--- src/rtl/arbitro_mux6.sv ---
// arbitro_mux6 -- round-robin arbiter sharing the mux6_1 selector among six
// requesters.
//
// Ports:
//   clock       system clock, all state updates on the rising edge
//   reset       synchronous, active-high reset
//   requisicao  [5:0] request vector, bit i = requester i wants the mux
//   concessao   [5:0] registered one-hot grant, zero when idle
//   seletor     [3:0] registered sparse selector code for mux6_1
//   valido      registered, 1 while a grant is active
//
// Parameter:
//   MAX_POSSE   consecutive cycles a holder may keep the grant while someone
//               else waits (0 = unlimited, 0..255)
//
// Optional build macro:
//   ARBITRO_PRIORIDADE_FIXA_EN  fixed priority (lowest index wins) instead of
//                               round-robin; the rotation pointer is dropped.
module arbitro_mux6 #(
    parameter int unsigned MAX_POSSE = 8
) (
    input  logic       clock,
    input  logic       reset,
    input  logic [5:0] requisicao,
    output logic [5:0] concessao,
    output logic [3:0] seletor,
    output logic       valido
);

    typedef enum logic {OCIOSO, POSSE} estado_t;

    // Saturation value of the posse counter; unused when MAX_POSSE == 0.
    localparam logic [7:0] LIMITE = (MAX_POSSE == 0) ? 8'd0 : 8'(MAX_POSSE - 1);

    estado_t    estado, prox_estado;
    logic [2:0] dono, prox_dono;
    logic [7:0] posse, prox_posse;
    logic [5:0] prox_conc;
    logic [3:0] prox_sel;
    logic       prox_val;

    logic       concede;
    logic [5:0] candidatos;
    logic [5:0] outros;
    logic [2:0] inicio;
    logic [2:0] vence;

    // First asserted bit of req, scanning upward from inicio with wrap at 6.
    function automatic logic [2:0] vencedor(input logic [5:0] req,
                                            input logic [2:0] ini);
        logic [2:0] w;
        logic       achou;
        logic [3:0] s;
        w     = 3'd0;
        achou = 1'b0;
        for (int k = 0; k < 6; k++) begin
            s = {1'b0, ini} + 4'(k);
            if (s >= 4'd6) s = s - 4'd6;
            if (!achou && req[s[2:0]]) begin
                w     = s[2:0];
                achou = 1'b1;
            end
        end
        return w;
    endfunction

    // mux6_1 uses a sparse selector map.
    function automatic logic [3:0] codigo(input logic [2:0] idx);
        logic [3:0] c;
        case (idx)
            3'd0:    c = 4'b0000;
            3'd1:    c = 4'b0001;
            3'd2:    c = 4'b0010;
            3'd3:    c = 4'b0110;
            3'd4:    c = 4'b0111;
            3'd5:    c = 4'b1100;
            default: c = 4'b0000;
        endcase
        return c;
    endfunction

`ifdef ARBITRO_PRIORIDADE_FIXA_EN
    assign inicio = 3'd0;
`else
    logic [2:0] ponteiro;

    // Search begins just after the last granted index; reset value 5 makes
    // index 0 the first candidate.
    assign inicio = (ponteiro == 3'd5) ? 3'd0 : ponteiro + 3'd1;

    always_ff @(posedge clock) begin
        if (reset)        ponteiro <= 3'd5;
        else if (concede) ponteiro <= vence;
    end
`endif

    // The holder is masked out here, so a timeout or a release can never
    // hand the grant straight back to it.
    assign outros = requisicao & ~(6'b000001 << dono);
    assign vence  = vencedor(candidatos, inicio);

    always_comb begin
        prox_estado = estado;
        prox_dono   = dono;
        prox_posse  = posse;
        prox_conc   = concessao;
        prox_sel    = seletor;
        prox_val    = valido;
        concede     = 1'b0;
        candidatos  = 6'b0;

        case (estado)
            OCIOSO: begin
                if (requisicao != 6'b0) begin
                    concede    = 1'b1;
                    candidatos = requisicao;
                end
            end
            POSSE: begin
                if (!requisicao[dono]) begin
                    // Release wins over a coincident timeout; either way the
                    // next winner comes from the other requesters.
                    if (outros != 6'b0) begin
                        concede    = 1'b1;
                        candidatos = outros;
                    end else begin
                        prox_estado = OCIOSO;
                        prox_posse  = 8'd0;
                        prox_conc   = 6'b0;
                        prox_sel    = 4'b0000;
                        prox_val    = 1'b0;
                    end
                end else if (MAX_POSSE != 0 && posse == LIMITE && outros != 6'b0) begin
                    concede    = 1'b1;
                    candidatos = outros;
                end else if (MAX_POSSE != 0 && posse < LIMITE) begin
                    // Counts even while alone, so a late arrival can take
                    // over at once once the holder has saturated.
                    prox_posse = posse + 8'd1;
                end
            end
            default: prox_estado = OCIOSO;
        endcase

        if (concede) begin
            prox_estado = POSSE;
            prox_dono   = vence;
            prox_posse  = 8'd0;
            prox_conc   = 6'b000001 << vence;
            prox_sel    = codigo(vence);
            prox_val    = 1'b1;
        end
    end

    always_ff @(posedge clock) begin
        if (reset) begin
            estado    <= OCIOSO;
            dono      <= 3'd0;
            posse     <= 8'd0;
            concessao <= 6'b0;
            seletor   <= 4'b0000;
            valido    <= 1'b0;
        end else begin
            estado    <= prox_estado;
            dono      <= prox_dono;
            posse     <= prox_posse;
            concessao <= prox_conc;
            seletor   <= prox_sel;
            valido    <= prox_val;
        end
    end

endmodule

--- config.mk ---
export PLATFORM = sky130hd
export DESIGN_NAME = arbitro_mux6
export DESIGN_NICKNAME = d
export VERILOG_FILES = /design/src/rtl/arbitro_mux6.sv
export SDC_FILE = /design/constraint.sdc
export NUM_CORES = 1
export LEC_CHECK = 0
export CAP_MARGIN = 10
export CORE_MARGIN = 1
export CORE_UTILIZATION = 40
export DETAILED_ROUTE_END_ITERATION = 10
export SLEW_MARGIN = 0
export SYNTH_ARGS = -nofsm -noshare
export SYNTH_HDL_FRONTEND = slang
export SYNTH_SLANG_ARGS = --single-unit
--- constraint.sdc ---
create_clock -name clock -period 7.6 [get_ports clock]
set_input_delay 1.9 -clock clock [delete_from_list [all_inputs] [get_ports clock]]
set_output_delay 1.9 -clock clock [all_outputs]
set_load 0.02 [all_outputs]
# --- Word-level counts from Yosys, hierarchy flattened ---
# Index checks and enable logic that the tools add are counted.
word_totals:
  ff_bits: 26
  inputBits: 8
  elab_cells: 130
classes:
  n_reduce_logical: 17
  n_lt_le_gt_ge: 14
  n_shift: 2
  n_mux: 62
  n_eq_ne: 12
  addsub: 13
  bitwise: 3
op_table:
  columns: ["cell", "count"]
  rows:
  - ["$mux W6", 8]
  - ["$mux W3", 13]
  - ["$mux W8", 4]
  - ["$lt A3 B4 Y1 const B", 7]
  - ["$mux W1", 23]
  - ["$bmux W1 S3", 7]
  - ["$ge A4 B3 Y1 const B", 5]
  - ["$pmux W4 S5", 1]
  - ["$sub A3 B3 Y3 const B", 6]
  - ["$mux W4", 4]
  - ["$pmux W6 S2", 1]
  - ["$reduce_bool A6 Y1", 2]
  - ["$shl A1 B3 Y6 const A", 2]
  - ["$eq A3 B3 Y1 const B", 3]
  - ["$add A3 B2 Y4 const B", 2]
  - ["$add A3 B3 Y4 const B", 2]
  - ["$add A8 B1 Y8 const B", 1]
  - ["$eq A8 B3 Y1 const B", 1]
  - ["$lt A8 B3 Y1 const B", 1]
  - ["$ne A2 B2 Y1 const B", 4]
  - ["$and A6 B6 Y6", 1]
  - ["$eq A3 B2 Y1 const B", 2]
  - ["$logic_and A1 B1 Y1", 6]
  - ["$not A6 Y6", 1]
  - ["12 further kinds", 16]

# --- Depth between registers and ports, before layout ---
# Gate-level depths: netlist of run 1.
logic_depth:
  ltp_word: 29
  depth_mapped: 15
  ltp_nobuf: 15

# --- Worst setup path before layout of run 1 ---
# OpenSTA, ideal clock, no wires.
synth_timing:
  path_kind: "input to register"
  startpoint: "input port requisicao[2]"
  endpoint: "register concessao[1]"
  cell_stages: 9
  t_required_ps: 7504
  path_buffers: 0
  path_slack_ps: 3024
  arrival_time_ps: 4480
  cell_sequence: "mux2i_1 a221oi_4 a31oi_2 mux2_2 a211o_1 or4_4 or4b_1 o211a_2 o41ai_2"
synth_between:
  elab_chain_len: 26
synth_lines:
  columns: ["item", "line_no", "rtl"]
  rows:
  - ["from (decl)", "24", "input logic [5:0] requisicao,"]
  - ["$and A6 B6 Y6", "99", "assign outros = requisicao & ~(6'b000001 << dono);"]
  - ["$reduce_bool A6 Y1", "123, 133", null]
  - ["$logic_and A1 B1 Y1", "133", "end else if (MAX_POSSE != 0 && posse == LIMITE && outros != 6'b0) begin"]
  - ["$mux W6", "133", null]
  - ["$mux W6", "120", "if (!requisicao[dono]) begin"]
  - ["$pmux W6 S2", "112", "case (estado)"]
  - ["$bmux W1 S3", "59", "if (!achou && req[s[2:0]]) begin"]
  - ["$mux W1 (implied by the code)", "59", null]
  - ["(+10 left out)", null, null]
  - ["$logic_not A1 Y1", "59", null]
  - ["$logic_and A1 B1 Y1", "59", null]
  - ["$mux W1", "59", null]
  - ["$logic_not A1 Y1", "59", null]
  - ["$logic_and A1 B1 Y1", "59", null]
  - ["$mux W3", "59", null]
  - ["$shl A1 B3 Y6", "149", "prox_conc = 6'b000001 << vence;"]
  - ["$mux W6", "145", "if (concede) begin"]
  - ["to (signal assigned)", "167", "concessao <= prox_conc;"]
  - ["to (decl)", "25", "output logic [5:0] concessao,"]
# Several ways; a longest one is shown, not always the timed one. The select of a mux whose other input is x is not followed.
# A chain may end at the register's enable or synchronous reset.

# --- Final worst setup path of run 1 ---
layout_timing:
  startpoint: "input port requisicao[0]"
  endpoint: "register seletor[0]"
layout_between:
  elab_chain_len: 27
layout_lines:
  columns: ["item", "line_no", "rtl"]
  rows:
  - ["$and A6 B6 Y6", "99", null]
  - ["$reduce_bool A6 Y1", "123, 133", null]
  - ["$logic_and A1 B1 Y1", "133", null]
  - ["$mux W6", "133", null]
  - ["$mux W6", "120", null]
  - ["$pmux W6 S2", "112", null]
  - ["$bmux W1 S3", "59", null]
  - ["$mux W1 (implied by the code)", "59", null]
  - ["(+11 left out)", null, null]
  - ["$logic_and A1 B1 Y1", "59", null]
  - ["$mux W1", "59", null]
  - ["$logic_not A1 Y1", "59", null]
  - ["$logic_and A1 B1 Y1", "59", null]
  - ["$mux W3", "59", null]
  - ["$eq A3 B3 Y1 (tied with other cells)", "70", "case (idx)"]
  - ["$pmux W4 S5", "70", null]
  - ["$mux W4", "145", null]
  - ["to (signal assigned)", "168", "seletor <= prox_sel;"]
  - ["to (decl)", "26", "output logic [3:0] seletor,"]
# Several ways; a longest one is shown, not always the timed one. The select of a mux whose other input is x is not followed.

==> results by group, run 1 <==
Final layout
  • Layout cells sized above 1: 8.97%
  • Layout Utilization: between 40% and 50%
  • Area Growth Syn to Fin: 12.8%
  • # diodes: 0
  • Net count, final: 306

Timing
  • Slew margin rel.: 45.8%
  • Period utilization: about 68%
  • Final setup vio count: 0
  • Worst slew pin tran: 0.812 ns
  • RSZ-0062 raised after global routing: false
  • Setup TNS Final: 0 ns
  • Fin Clk Skew: 0.00406 ns
  • Min Clock Period, post-route: a little over 5 ns
  • Final slew viol count: 0
  • Final hold violation count: 0
  • Max Freq: roughly 190 MHz

Die
  • Starting Density: a little over two fifths
  • CORE AREA: about 0.0051 mm²
  • I/O pins: 19
  • Row count: 26
  • Die Width: 74.9 µm
  • Die Y: between 70 and 80 µm
  • Die area: between 0.005 and 0.006 mm²

Synth
  • Synth top area cells: dfxtp_1 (24%), a21oi_1 (6.1%), nor2_1 (5.8%)
  • Most numerous cell in the Yosys netlist: nor2_1
  • Ys async rst share: 0%
  • Sequential area share after synthesis: between 20% and 30%
  • Syn_area_per_cell: 7.62 µm²
  • Cell taking the most area after synthesis: dfxtp_1
  • Post-Synthesis Cells: about 280
  • Count of cell types in the netlist: 70
  • Commonest cells in the synthesized netlist: nor2_1 (33), nand2_1 (27), a21oi_1 (26)
  • Mapped Nets: 294
  • Synth Cell Area: ~0.0021 mm²
  • Synthesized flop and latch total: 25
  • Synth top area share: a little under a quarter
  • Synth warn: 0
  • Most common flop cell mapped by yosys: dfxtp_1
  • Number of synthesized flops with an enable pin: 0

Run status
  • Status: complete, no violations

Setup path
  • Worst path slowest cell: or4_4
  • Worst-path fanout max: 7
  • Critical Path End Type: register
  • Reg-to-reg critical path endpoint: seletor[0]$_SDFFE_PP0P_
  • Startpoint types: input pin
  • CP most frequent cell: mux2i_1
  • Req. time, crit path: 7.78 ns
  • Reg2reg path depth: 16
  • Reg2reg setup slack: approximately 3.2 ns
  • Largest stage delay, worst path: around 0.58 ns
  • Arrival time worst endpoint: roughly 5.3 ns
  • WS Path Type: input pin to register
  • Reg-to-reg startpoint: ponteiro[0]$_SDFFE_PP1P_
  • Critical-path cell list: clkdlybuf4s50_1 > mux2i_1 > a221oi_4 > a31oi_2 > mux2i_1 > nor3b_1 > or4_4 > o311a_1 > nor2_2 > xor2_1 > a211oi_1

Flow run
  • MaxCap Viol Count: 0

CTS
  • Clock Path Buffers: 2
  • Post-CTS setup buffers: 0
  • Post-CTS sizing: 0
  • Clock sinks: 25
  • CTS clk-pin slew, worst paths: 0.09 ns
  • Clk Latency, worst-skew pair: about 0.27 ns
  • TritonCTS clock tree: yes
  • Post-CTS Hold Fix Bufs: 0
  • H-Tree Depth: 1
  • Root buffer cell: clkbuf_8
  • CTS Buf Count: 3

Routing
  • DR iter-0 viols: ~130
  • Via count: approximately 2100
  • DR WL/cell: roughly 15 µm
  • Initial DRT Pass Iterations: 4
  • Antenna-violating nets left: 0
  • DR vias/cell: just under 6
  • DRC viols: 0
  • Total length of routed wires: approximately 5.3 mm

Place
  • Port Buffers: 18
  • Post-detail-place hpwl: just under 4 mm
  • Gpl congestion: between 0.8 and 0.9

Pwr
  • Leakage: 0.000859 µW
  • Max VDD drop: between 200 and 250 µV
  • PwrDens: 441 mW/mm²

Hold path
  • Hold depth: 2
  • HP Start: concessao[4]$_SDFFE_PP0P_
  • Hold path endpoint: concessao[4]$_SDFFE_PP0P_
  • Hold/Removal Path Class: register to register

GRT
  • Largest net degree at the start of global routing: 26
  • Vias in the first global route: between 1500 and 2000
  • Gr usage total: slightly below 20%
  • Initial antenna violation count: 0
  • Grt ovf: 0
  • First-pass GRT wire length: a little under 9 mm
==> worst max-delay path by stage <==
stage | slack [ns] | cells after the start | end | from
floorplan | 3.02 | 9 | concessao[1]$_SDFFE_PP0P_ | requisicao[2]
detailed placement | 2.23 | 11 | seletor[0]$_SDFFE_PP0P_ | requisicao[0]
finish | 2.45 | 11 | seletor[0]$_SDFFE_PP0P_ | requisicao[0]
global placement | 2.25 | 10 | concessao[1]$_SDFFE_PP0P_ | requisicao[0]
global route | 2.26 | 11 | seletor[1]$_SDFFE_PP0P_ | requisicao[4]
CTS | 2.50 | 11 | seletor[0]$_SDFFE_PP0P_ | requisicao[0]
==> layer usage <==
metal | up-vias | wire length, µm | global-route usage [%]
met5 | - | 0 | 0
met4 | 0 | 24 | 2.52
met3 | 2 | 161 | 3.88
met2 | 29 | 2450 | 33.1
met1 | 1010 | 2660 | 27.3
li1 | 1077 | - | -
==> cell usage in the layout (no fill, tap or decap), drive strengths merged, types with 4 or more instances in the layout <==
master and instances:
nand2 27, nor2b 6, a21oi 26, o21ai 14
a211oi 4, nor3 9, nor2 34, ha 7
nor3b 4, a31oi 8, a221oi 4, a41oi 4
mux2i 7, xor2 5, inv 10, clkdlybuf4s50 18
or3b 5, dfxtp 25, o211ai 6, nand3b 6
==> flip-flops by register name, summed over array words and instances, names as in the netlist <==
register   count
seletor        4
ponteiro       3
estado         1
valido         1
concessao      6
dono           2
posse          8
==> critical path: cells and delay by family <==
kind | cells | cell delay, ns
multiplexers | 2 | 0.61
AO/OA/AOI/OAI | 4 | 1.11
AND/OR/NAND/NOR | 3 | 1.05
buffers and inverters | 1 | 0.56
XOR/XNOR | 1 | 0.11
==> cell families after synthesis <==
kind of cell	share of synthesized area [%]
AOI/OAI and AO/OA	32.9
xor gates and xnor gates	3.29
adders and majority gates	4.12
buffers and inverters	4.47
DFF	23.5
muxes	4.53
and+or+nand+nor	27.1
==> where the power goes <==
| part | internal [µW] | switching, µW |
|---|---|---|
| clock network | 36.7 | 41.3 |
| registers | 164 | 35.4 |
| logic | 320 | 461 |
==> per-stage QoR <==
step	setup WS, ns	total power [µW]	instances	hold WS, ns	cell area (µm²)
final	2.45	1060	360	0.459	2400
after global routing	2.26	1170	360	0.480	2400
after CTS	2.50	1060	360	0.463	2400
after detailed placement	2.23	979	356	0.450	2350
after global placement	2.25	978	356	0.448	2350
after floorplan	3.02	808	279	0.452	2130
==> area by class of cell <==
| cell class | instances | area [µm²] |
|---|---|---|
| fillers | 544 | 2710 |
| multi-input cells | 231 | 1530 |
| flip-flops and latches | 25 | 500 |
| repair buffers | 20 | 195 |
| well taps | 70 | 87.6 |
| clock buffers | 3 | 41.3 |
| inverters | 10 | 37.5 |
| clock inverters | 1 | 5.00 |
Power figures use the tool's default switching activity.
==> run 2: changes to the inputs <==
clock period = 4.3 ns   (was 7.6 ns; I/O delays follow)
==> run 2 against run 1 <==
Routed wire length is 3.7% higher. Critical path type unchanged. Highest routed layer is now met3. Largest cell class unchanged. Largest power group unchanged. Core utilization is 4.1 points higher. Sequential share of layout area is 1.7 points lower.
==> results by group, run 2 (synthesized netlist as in run 1, its figures left out) <==
Run status
  • Status: complete, no violations

Final layout
  • Final Cell Area: 0.00261 mm² (+8.8%)
  • Area Growth Syn to Fin: 22.6%
  • Top flop regs: posse (8), concessao (6), seletor (4)
  • Flip-flop count of the largest register after layout: 8 (unchanged)
  • Layout cells sized above 1: 17.0% (+8.0 points)
  • Most frequent cells in the layout: nor2_1 (33), buf_4 (30), nand2_1 (27)
  • Layout Utilization: 51.1% (+4.1 points)
  • Commonest non-fill, non-tap cell in the layout: nor2_1
  • Largest Register: posse
  • Layout fillers: 540 (-0.74%)
  • # diodes: 0 (unchanged)
  • Net count, final: 334 (+9.2%)

Routing
  • Initial DRT Pass Iterations: 4 (unchanged)
  • Via count: 2196 (+3.7%)
  • DRC viols: 0 (unchanged)
  • Antenna-violating nets left: 0 (unchanged)
  • DR iter-0 viols: 127 (-4.5%)
  • Total length of routed wires: 5.49 mm (+3.7%)
  • DR vias/cell: 5.66 (-3.8%)
  • DR WL/cell: 14.2 µm (-3.8%)

CTS
  • CTS Buf Count: 3 (unchanged)
  • TritonCTS clock tree: yes
  • H-Tree Depth: 1 (unchanged)
  • Post-CTS sizing: 0 (unchanged)
  • Post-CTS Hold Fix Bufs: 0 (unchanged)
  • Root buffer cell: clkbuf_8
  • Clock sinks: 25 (unchanged)
  • Post-CTS setup buffers: 0 (unchanged)
  • CTS clk-pin slew, worst paths: 0.09 ns (about the same)
  • Clk Latency, worst-skew pair: 0.27 ns (about the same)
  • Clock Path Buffers: 2 (unchanged)

Die
  • Starting Density: 41.6% (unchanged)
  • Die Y: 74.9 µm (unchanged)
  • I/O pins: 19 (unchanged)
  • Die area: 0.00561 mm² (unchanged)
  • Row count: 26 (unchanged)
  • Die Width: 74.9 µm (unchanged)
  • CORE AREA: 0.00511 mm² (unchanged)

Timing
  • Worst slew pin tran: 0.651 ns (-0.162 ns)
  • Period utilization: a little over nine tenths
  • Worst hold margin: 0.458 ns (-0.00134 ns)
  • Final setup vio count: 0 (unchanged)
  • Final hold violation count: 0 (unchanged)
  • Max Freq: between 200 and 250 MHz
  • Min Clock Period, post-route: roughly 4.1 ns
  • Final slew viol count: 0 (unchanged)
  • Fin Clk Skew: 0.00710 ns (+0.00303 ns)
  • Slew margin rel.: 56.5% (+11 points)
  • Setup TNS Final: 0 ns (unchanged)
  • RSZ-0062 raised after global routing: false

Setup path
  • Req. time, crit path: 4.48 ns (-3.30 ns)
  • Worst path slowest cell: or4_4
  • Critical Path Stages: 10 (-1)
  • Critical-path cell list: clkdlybuf4s50_1 > mux2i_1 > a221oi_1 > o211ai_1 > mux2_2 > a211o_1 > or4_4 > or4b_1 > o211a_2 > o41ai_2
  • Arrival time worst endpoint: 4.31 ns (-1.02 ns)
  • Largest stage delay, worst path: 0.52 ns (-0.06 ns)
  • Worst-path fanout max: 4 (-3)
  • Startpoint types: input pin
  • Crit path buffers/inverters: 1 (unchanged)
  • Reg2reg path depth: 14 (-2)
  • Reg2reg setup slack: 0.33 ns (-2.88 ns)
  • WS Path Type: input pin to register
  • Cell family with most CP delay: compound AO/OA/AOI/OAI gates
  • Critical Path End Type: register

Pwr
  • PwrDens: 796 mW/mm² (+81%)
  • PnR Total Power: 2080 µW (+96%)
  • Max VDD drop: 418 µV (+100%)
  • Leakage: 0.000993 µW (+16%)

GRT
  • Initial antenna violation count: 0 (unchanged)
  • First-pass GRT wire length: 9.00 mm (+2.1%)
  • Vias in the first global route: 1960 (+2.5%)
  • Largest net degree at the start of global routing: 25 (-3.8%)
  • Grt ovf: 0 (unchanged)
  • Gr usage total: 20.5% (+0.67 points)

Place
  • Post-detail-place hpwl: 4.24 mm (+7.3%)
  • Port Buffers: 18 (unchanged)
  • Gpl congestion: 0.831 (-2.0%)
  • Post-DP Area: 0.00256 mm² (+8.9%)

Hold path
  • Hold/Removal Path Class: register to register
  • Hold depth: 2 (unchanged)

Flow run
  • MaxCap Viol Count: 0 (unchanged)
==> run 2: path summary, 6_finish.rpt <==
kind                                    end                      start
setup / recovery  concessao[1]$_SDFFE_PP0P_              requisicao[0]
hold / removal    concessao[4]$_SDFFE_PP0P_  concessao[4]$_SDFFE_PP0P_
setup reg to reg  concessao[1]$_SDFFE_PP0P_   ponteiro[0]$_SDFFE_PP1P_
hold reg to reg   concessao[4]$_SDFFE_PP0P_  concessao[4]$_SDFFE_PP0P_
==> run 2: power by group <==
part	internal (µW)	leakage (µW)	switching, µW
registers	289	0.000205	47.5
clock network	64.7	0.0000255	71.8
logic	726	0.000762	878
==> run 2: per-layer routing <==
| layer | global-route usage (%) | share of wire [%] | wire, µm | up-vias |
|---|---|---|---|---|
| met2 | 35.8 | 48 | 2660 | 26 |
| met4 | 2.52 | 0 | 0 | 0 |
| li1 | - | - | - | 1132 |
| met5 | 0 | 0 | 0 | - |
| met1 | 27.7 | 49 | 2690 | 1038 |
| met3 | 2.81 | 2.7 | 146 | 0 |
==> run 2: cell type report <==
class	instances	area (µm²)	share of cell area [%]
clock inverters	1	5.00	0.192
clock buffers	3	41.3	1.58
multi-input cells	231	1530	58.7
inverters	10	37.5	1.44
flip-flops and latches	25	500	19.2
well taps	70	87.6	3.36
repair buffers	48	405	15.5
==> run 2: tightest hold or removal path, delay by kind of cell, from the launching register on <==
family           cells  cell delay [ns]
flip-flops           1             0.32
AND/OR/NAND/NOR      1             0.05
AO/OA/AOI/OAI        1             0.05
==> run 2: stage by stage <==
stage / cells / worst slack, ns
floorplan: 279 / 0.382
global placement: 384 / -0.0597
detailed placement: 384 / -0.0949
CTS: 388 / 0.176
global route: 388 / 0.0170
finish: 388 / 0.174
==> edit 1 (flow settings as in run 2) <==
Build with the macro `ARBITRO_PRIORIDADE_FIXA_EN` defined.
--- a/src/rtl/arbitro_mux6.sv
+++ b/src/rtl/arbitro_mux6.sv
@@ -18,2 +18,4 @@
 //                               round-robin; the rotation pointer is dropped.
+`define ARBITRO_PRIORIDADE_FIXA_EN
+
 module arbitro_mux6 #(
Behaviour: not the same (Yosys sat finds a counterexample within 4 cycles, from zero or initial values and one cycle with reset high).
==> edit 1 against run 2 <==
Die area down 33%; setup slack better by 890 ps; area after synthesis shrank 34%; sequential cell count decreased by 2; final area is 37% lower; total power decreased by 72%; sequential share of layout area is 8.9 points higher; routed wire length decreased by 35%; critical path depth is 3 lower.
==> edit 1: results (changes against run 2) <==
set qor(stdcell_count) 224 ;# was 388
set qor(peakVddDrop_uv) 226.5 ;# was 418.4 uV
set qor(postSynthNetCount) 173 ;# was 294
set qor(yosys.area_share.adder_pct) 0.8873 ;# was 4.118%
set qor(detailedPlacementHpwl_mm) 2.649 ;# was 4.240 mm
set qor(reg_clk_slew_reported_paths_ps) 120 ;# was 90 ps
set qor(layout_clock_buffers) 4 ;# was 3
set qor(placement_setup_slack_ps) 769.9 ;# was -94.90 ps
set qor(yosys-top-cells-area) {dfxtp_1 (33%), nor2_1 (4.5%), a2111oi_4 (3.9%), inv_1 (3.2%), nand2_1 (2.9%)} ;# was dfxtp_1 (24%), a21oi_1 (6.1%), nor2_1 (5.8%), nand2_1 (4.8%), ha_1 (4.1%)
set qor(num-nets-final) 188 ;# was 334
set qor(clock_cell_area_share_pct) 1.601 ;# was 1.775%
set qor(clock_latency_on_the_worst_skew_pair_ps) 300 ;# was 270 ps
set qor(clock-root-buffer) {clkbuf_4} ;# was clkbuf_8
set qor(outcome) {finished clean} ;# unchanged
set qor(yosysUniqueCellTypes) 54 ;# was 70
set qor(critical_path.max_fanout) 12 ;# was 4
set qor(yosysSeqAreaShare_pct) 32.65 ;# was 23.53%
set qor(multi_input_gates) 120 ;# was 231
set qor(grt_use_met2_pct) 34.01 ;# was 35.84%
set qor(critical_path.slowest_cell) {clkdlybuf4s50_1} ;# was or4_4
set qor(grt_start_max_net_pins) 26 ;# was 25
set qor(gr-usage-all-layers_pct) 21.09 ;# was 20.52%
set qor(grt_pass1_wl_mm) 5.851 ;# was 9.004 mm
set qor(fraction_of_area_in_multi_input_gates_pct) 52.67 ;# was 58.71%
set qor(post_synth_mux_area_share_pct) 3.904 ;# was 4.529%
set qor(final.signal_buffer_count) 19 ;# was 48
set qor(worst_r2r_path_depth) 6 ;# was 14
set qor(grt_use_met3_pct) 4.622 ;# was 2.811%
set qor(area_share_nonclk_buffers_pct) 11.43 ;# was 15.54%
set qor(fillerInstances) 371 ;# was 540
set qor(n_all_inverters) 12 ;# was 10
set qor(xor_xnor_share_of_the_synthesized_area_pct) 0 ;# was 3.294%
set qor(share_of_the_synthesized_area_in_compound_gates_ao_oa_aoi_oai_pct) 31.68 ;# was 32.94%
set qor(final_layout_size_suffix_gt1_share_pct) 12.36 ;# was 16.98%
set qor(worst_slew_pin_slew_ps) 693.5 ;# was 650.7 ps
==> edit 1: cell types whose count changed after synthesis, moves of 4 or more <==
| cell | before | now |
|---|---|---|
| nand3b_1 | 6 | 0 |
| ha_1 | 7 | 1 |
| o21ai_0 | 12 | 1 |
| or3b_2 | 4 | 0 |
| buf_2 | 1 | 5 |
| a21oi_1 | 26 | 5 |
| nor3_1 | 9 | 5 |
| nand2_1 | 27 | 11 |
| o211ai_1 | 6 | 0 |
| nor2_1 | 33 | 17 |
| clkbuf_1 | 8 | 4 |
| mux2i_1 | 6 | 1 |
| xor2_1 | 5 | 0 |
==> edit 1: critical path, delay by kind of cell <==
family | cells | cell delay, ps
buffers and inverters | 1 | 520
and+or+nand+nor | 1 | 250
muxes | 1 | 520
AOI/OAI and AO/OA | 4 | 1070
==> edit 1: final timing paths <==
kind / to / slack [ps] / from
hold reg to reg: posse[4] / 470 / posse[4]
hold / removal: posse[4] / 470 / posse[4]
setup reg to reg: seletor[2] / 1540 / dono[1]
setup / recovery: concessao[2] / 1070 / requisicao[3]
==> edit 1: through the flow <==
step	power, uW	instance area, sq um
CTS	580.4	1642
floorplan	413.6	1410
finish	577.1	1642
detailed placement	482.2	1615
global placement	480.3	1615
global route	613.2	1642
==> edit 1: power breakdown <==
part	leakage (uW)	switching (uW)	internal [uW]
Clock	0.0000150	60.3	36.2
Combinational	0.000387	126	97.7
Sequential	0.000188	23.9	233
Total	0.000590	210	367
==> edit 1: cells by family after synthesis <==
group / Yosys count
AND/OR/NAND/NOR: 62
AO/OA/AOI/OAI: 53
multiplexers: 4
buffers and inverters: 21
flip-flops: 23
adder cells (fa/ha/maj): 1
==> edit 1: per-layer routing <==
layer	up-vias	part of all wire [%]
li1	642	-
met1	640	48
met2	32	48
met3	2	4.0
met4	0	0.34
met5	-	0
==> edit 2 (config.mk and constraints of run 2) <==
Without the edit above. Add an input register stage for `requisicao`; this delays it by one clock.
--- a/src/rtl/arbitro_mux6.sv
+++ b/src/rtl/arbitro_mux6.sv
@@ -33,2 +33,8 @@
     localparam logic [7:0] LIMITE = (MAX_POSSE == 0) ? 8'd0 : 8'(MAX_POSSE - 1);
+
+    logic [5:0] requisicao_q;
+
+    always_ff @(posedge clock) begin
+        requisicao_q <= requisicao;
+    end
 
@@ -98,3 +104,3 @@
     // hand the grant straight back to it.
-    assign outros = requisicao & ~(6'b000001 << dono);
+    assign outros = requisicao_q & ~(6'b000001 << dono);
     assign vence  = vencedor(candidatos, inicio);
@@ -113,5 +119,5 @@
             OCIOSO: begin
-                if (requisicao != 6'b0) begin
+                if (requisicao_q != 6'b0) begin
                     concede    = 1'b1;
-                    candidatos = requisicao;
+                    candidatos = requisicao_q;
                 end
@@ -119,3 +125,3 @@
             POSSE: begin
-                if (!requisicao[dono]) begin
+                if (!requisicao_q[dono]) begin
                     // Release wins over a coincident timeout; either way the
Formal check against the unedited RTL: not equivalent (a bounded check fails within 4 cycles, from zero or initial values and one cycle with reset high).
==> edit 2 against run 2 <==
Synthesized cell count up 3.2%; final area up 2.9%; final cell count down 3.9%; total power increased by 13%; sequential cell count is 5 higher; area after synthesis rose by 10%; setup slack improved by 320 ps; routed wire length increased by 6.0%; largest power group unchanged.
==> edit 2: results (changes against run 2) <==
set qor(yosysSeqAreaShare_pct) 25.67 ;# was 23.53%
set qor(reg_clk_slew_reported_paths_ps) 70 ;# was 90 ps
set qor(htreeDepth) 2 ;# was 1
set qor(timing.critical_path.arrival_ps) 3950 ;# was 4310 ps
set qor(postSynthNetCount) 302 ;# was 294
set qor(layout_top_registers) {posse (8), concessao (6), requisicao_q (6)} ;# was posse (8), concessao (6), seletor (4)
set qor(synth.cells.most_frequent) {dfxtp_1 (30), nor2_1 (25), nand2_1 (20)} ;# was nor2_1 (33), nand2_1 (27), a21oi_1 (26)
set qor(grt.met1_usage_pct) 26.82 ;# was 27.65%
set qor(grt_start_max_net_pins) 26 ;# was 25
set qor(reg2reg_from) {ponteiro[1]} ;# was ponteiro[0]
set qor(peakVddDrop_uv) 358.8 ;# was 418.4 uV
set qor(first_global_vias) 2141 ;# was 1960
set qor(hold-worst-slack_ps) 455.9 ;# was 457.7 ps
set qor(syn_area_per_cell_sq_um) 8.124 ;# was 7.624 sq um
set qor(yosys-top-cells-area) {dfxtp_1 (26%), mux2i_1 (5.1%), nor2_1 (4.0%), a21oi_1 (3.6%), ha_1 (3.2%)} ;# was dfxtp_1 (24%), a21oi_1 (6.1%), nor2_1 (5.8%), nand2_1 (4.8%), ha_1 (4.1%)
set qor(drt_iter0_markers) 156 ;# was 127
set qor(place_congestion) 1.004 ;# was 0.8312
set qor(worst_slew_pin_slew_ps) 873.7 ;# was 650.7 ps
set qor(critical_path.max_fanout) 16 ;# was 4
set qor(vias_per_inst) 5.917 ;# was 5.660
set qor(synth_top_area_share_pct) 25.67 ;# was 23.53%
set qor(p_leak_uw) 0.001015 ;# was 0.0009926 uW
set qor(grt_use_met2_pct) 33.25 ;# was 35.84%
set qor(power.share.switching_pct) 47.86 ;# was 47.99%
set qor(final_layout_size_suffix_gt1_share_pct) 10.30 ;# was 16.98%
set qor(stdcell_count) 373 ;# was 388
set qor(outcome) {finished clean} ;# unchanged
-- edit 2: kinds of logic after synthesis --
logic type | after synthesis | synth area share [%]
AND/OR/NAND/NOR | 110 | 25.19
AO/OA/AOI/OAI | 99 | 32.78
flip-flops | 30 | 25.67
buffers and inverters | 26 | 5.454
multiplexers | 14 | 6.578
adder cells (fa/ha/maj) | 6 | 3.208
XOR/XNOR | 3 | 1.123
-- edit 2: stage by stage --
step                      total power (uW)  setup slack (ps)  instance area (sq um)  util [%]
final                                 2340             495.6                   2685     48.17
after global routing                  2539             132.4                   2685     48.17
after CTS                             2331             515.1                   2685     48.17
after detailed placement              1965             537.4                   2542     45.61
after global placement                1977             655.3                   2542     45.61
after floorplan                       1647             508.7                   2340         -
-- edit 2: cell type report --
| type | instances | area, sq um |
|---|---|---|
| clock buffer | 6 | 82.58 |
| clock inverter | 2 | 60.06 |
| fill | 541 | 2889 |
| inverter | 10 | 37.54 |
| multi-input combinational | 232 | 1612 |
| sequential | 30 | 600.6 |
| tap | 72 | 90.09 |
| timing repair buffer | 21 | 202.7 |
-- edit 2: how the worst max path moves through the flow --
stage	endpoint	startpoint	depth (start not counted)
final	seletor[2]	ponteiro[1]	12
after global routing	seletor[2]	ponteiro[1]	12
after CTS	seletor[2]	ponteiro[1]	12
after detailed placement	seletor[2]	ponteiro[1]	12
after global placement	ponteiro[1]	ponteiro[1]	12
after floorplan	seletor[2]	ponteiro[1]	15
-- edit 2: layer usage --
metal | wire, microns | share of wire (%)
met2 | 2742 | 47
met5 | 0 | 0
met4 | 106 | 1.8
met3 | 209 | 3.6
met1 | 2762 | 47
-- edit 2: power by group through the flow --
stage               clock, uW  sequential (uW)  combinational, uW
floorplan                   0              392               1250
global placement            0              398               1580
detailed placement          0              398               1570
CTS                       362              392               1580
global route              374              401               1760
finish                    354              392               1590
-- edit 2: critical path, cell delays in order (launching register included) --
cell	delay, ps
dfxtp_1	570
nor2_1	80
mux2i_1	330
ha_1	450
nor2b_1	220
a211o_1	300
a31oi_1	170
o21ai_0	140
a22oi_1	310
nand3_2	160
or3b_4	410
a21oi_1	380
o22ai_1	150
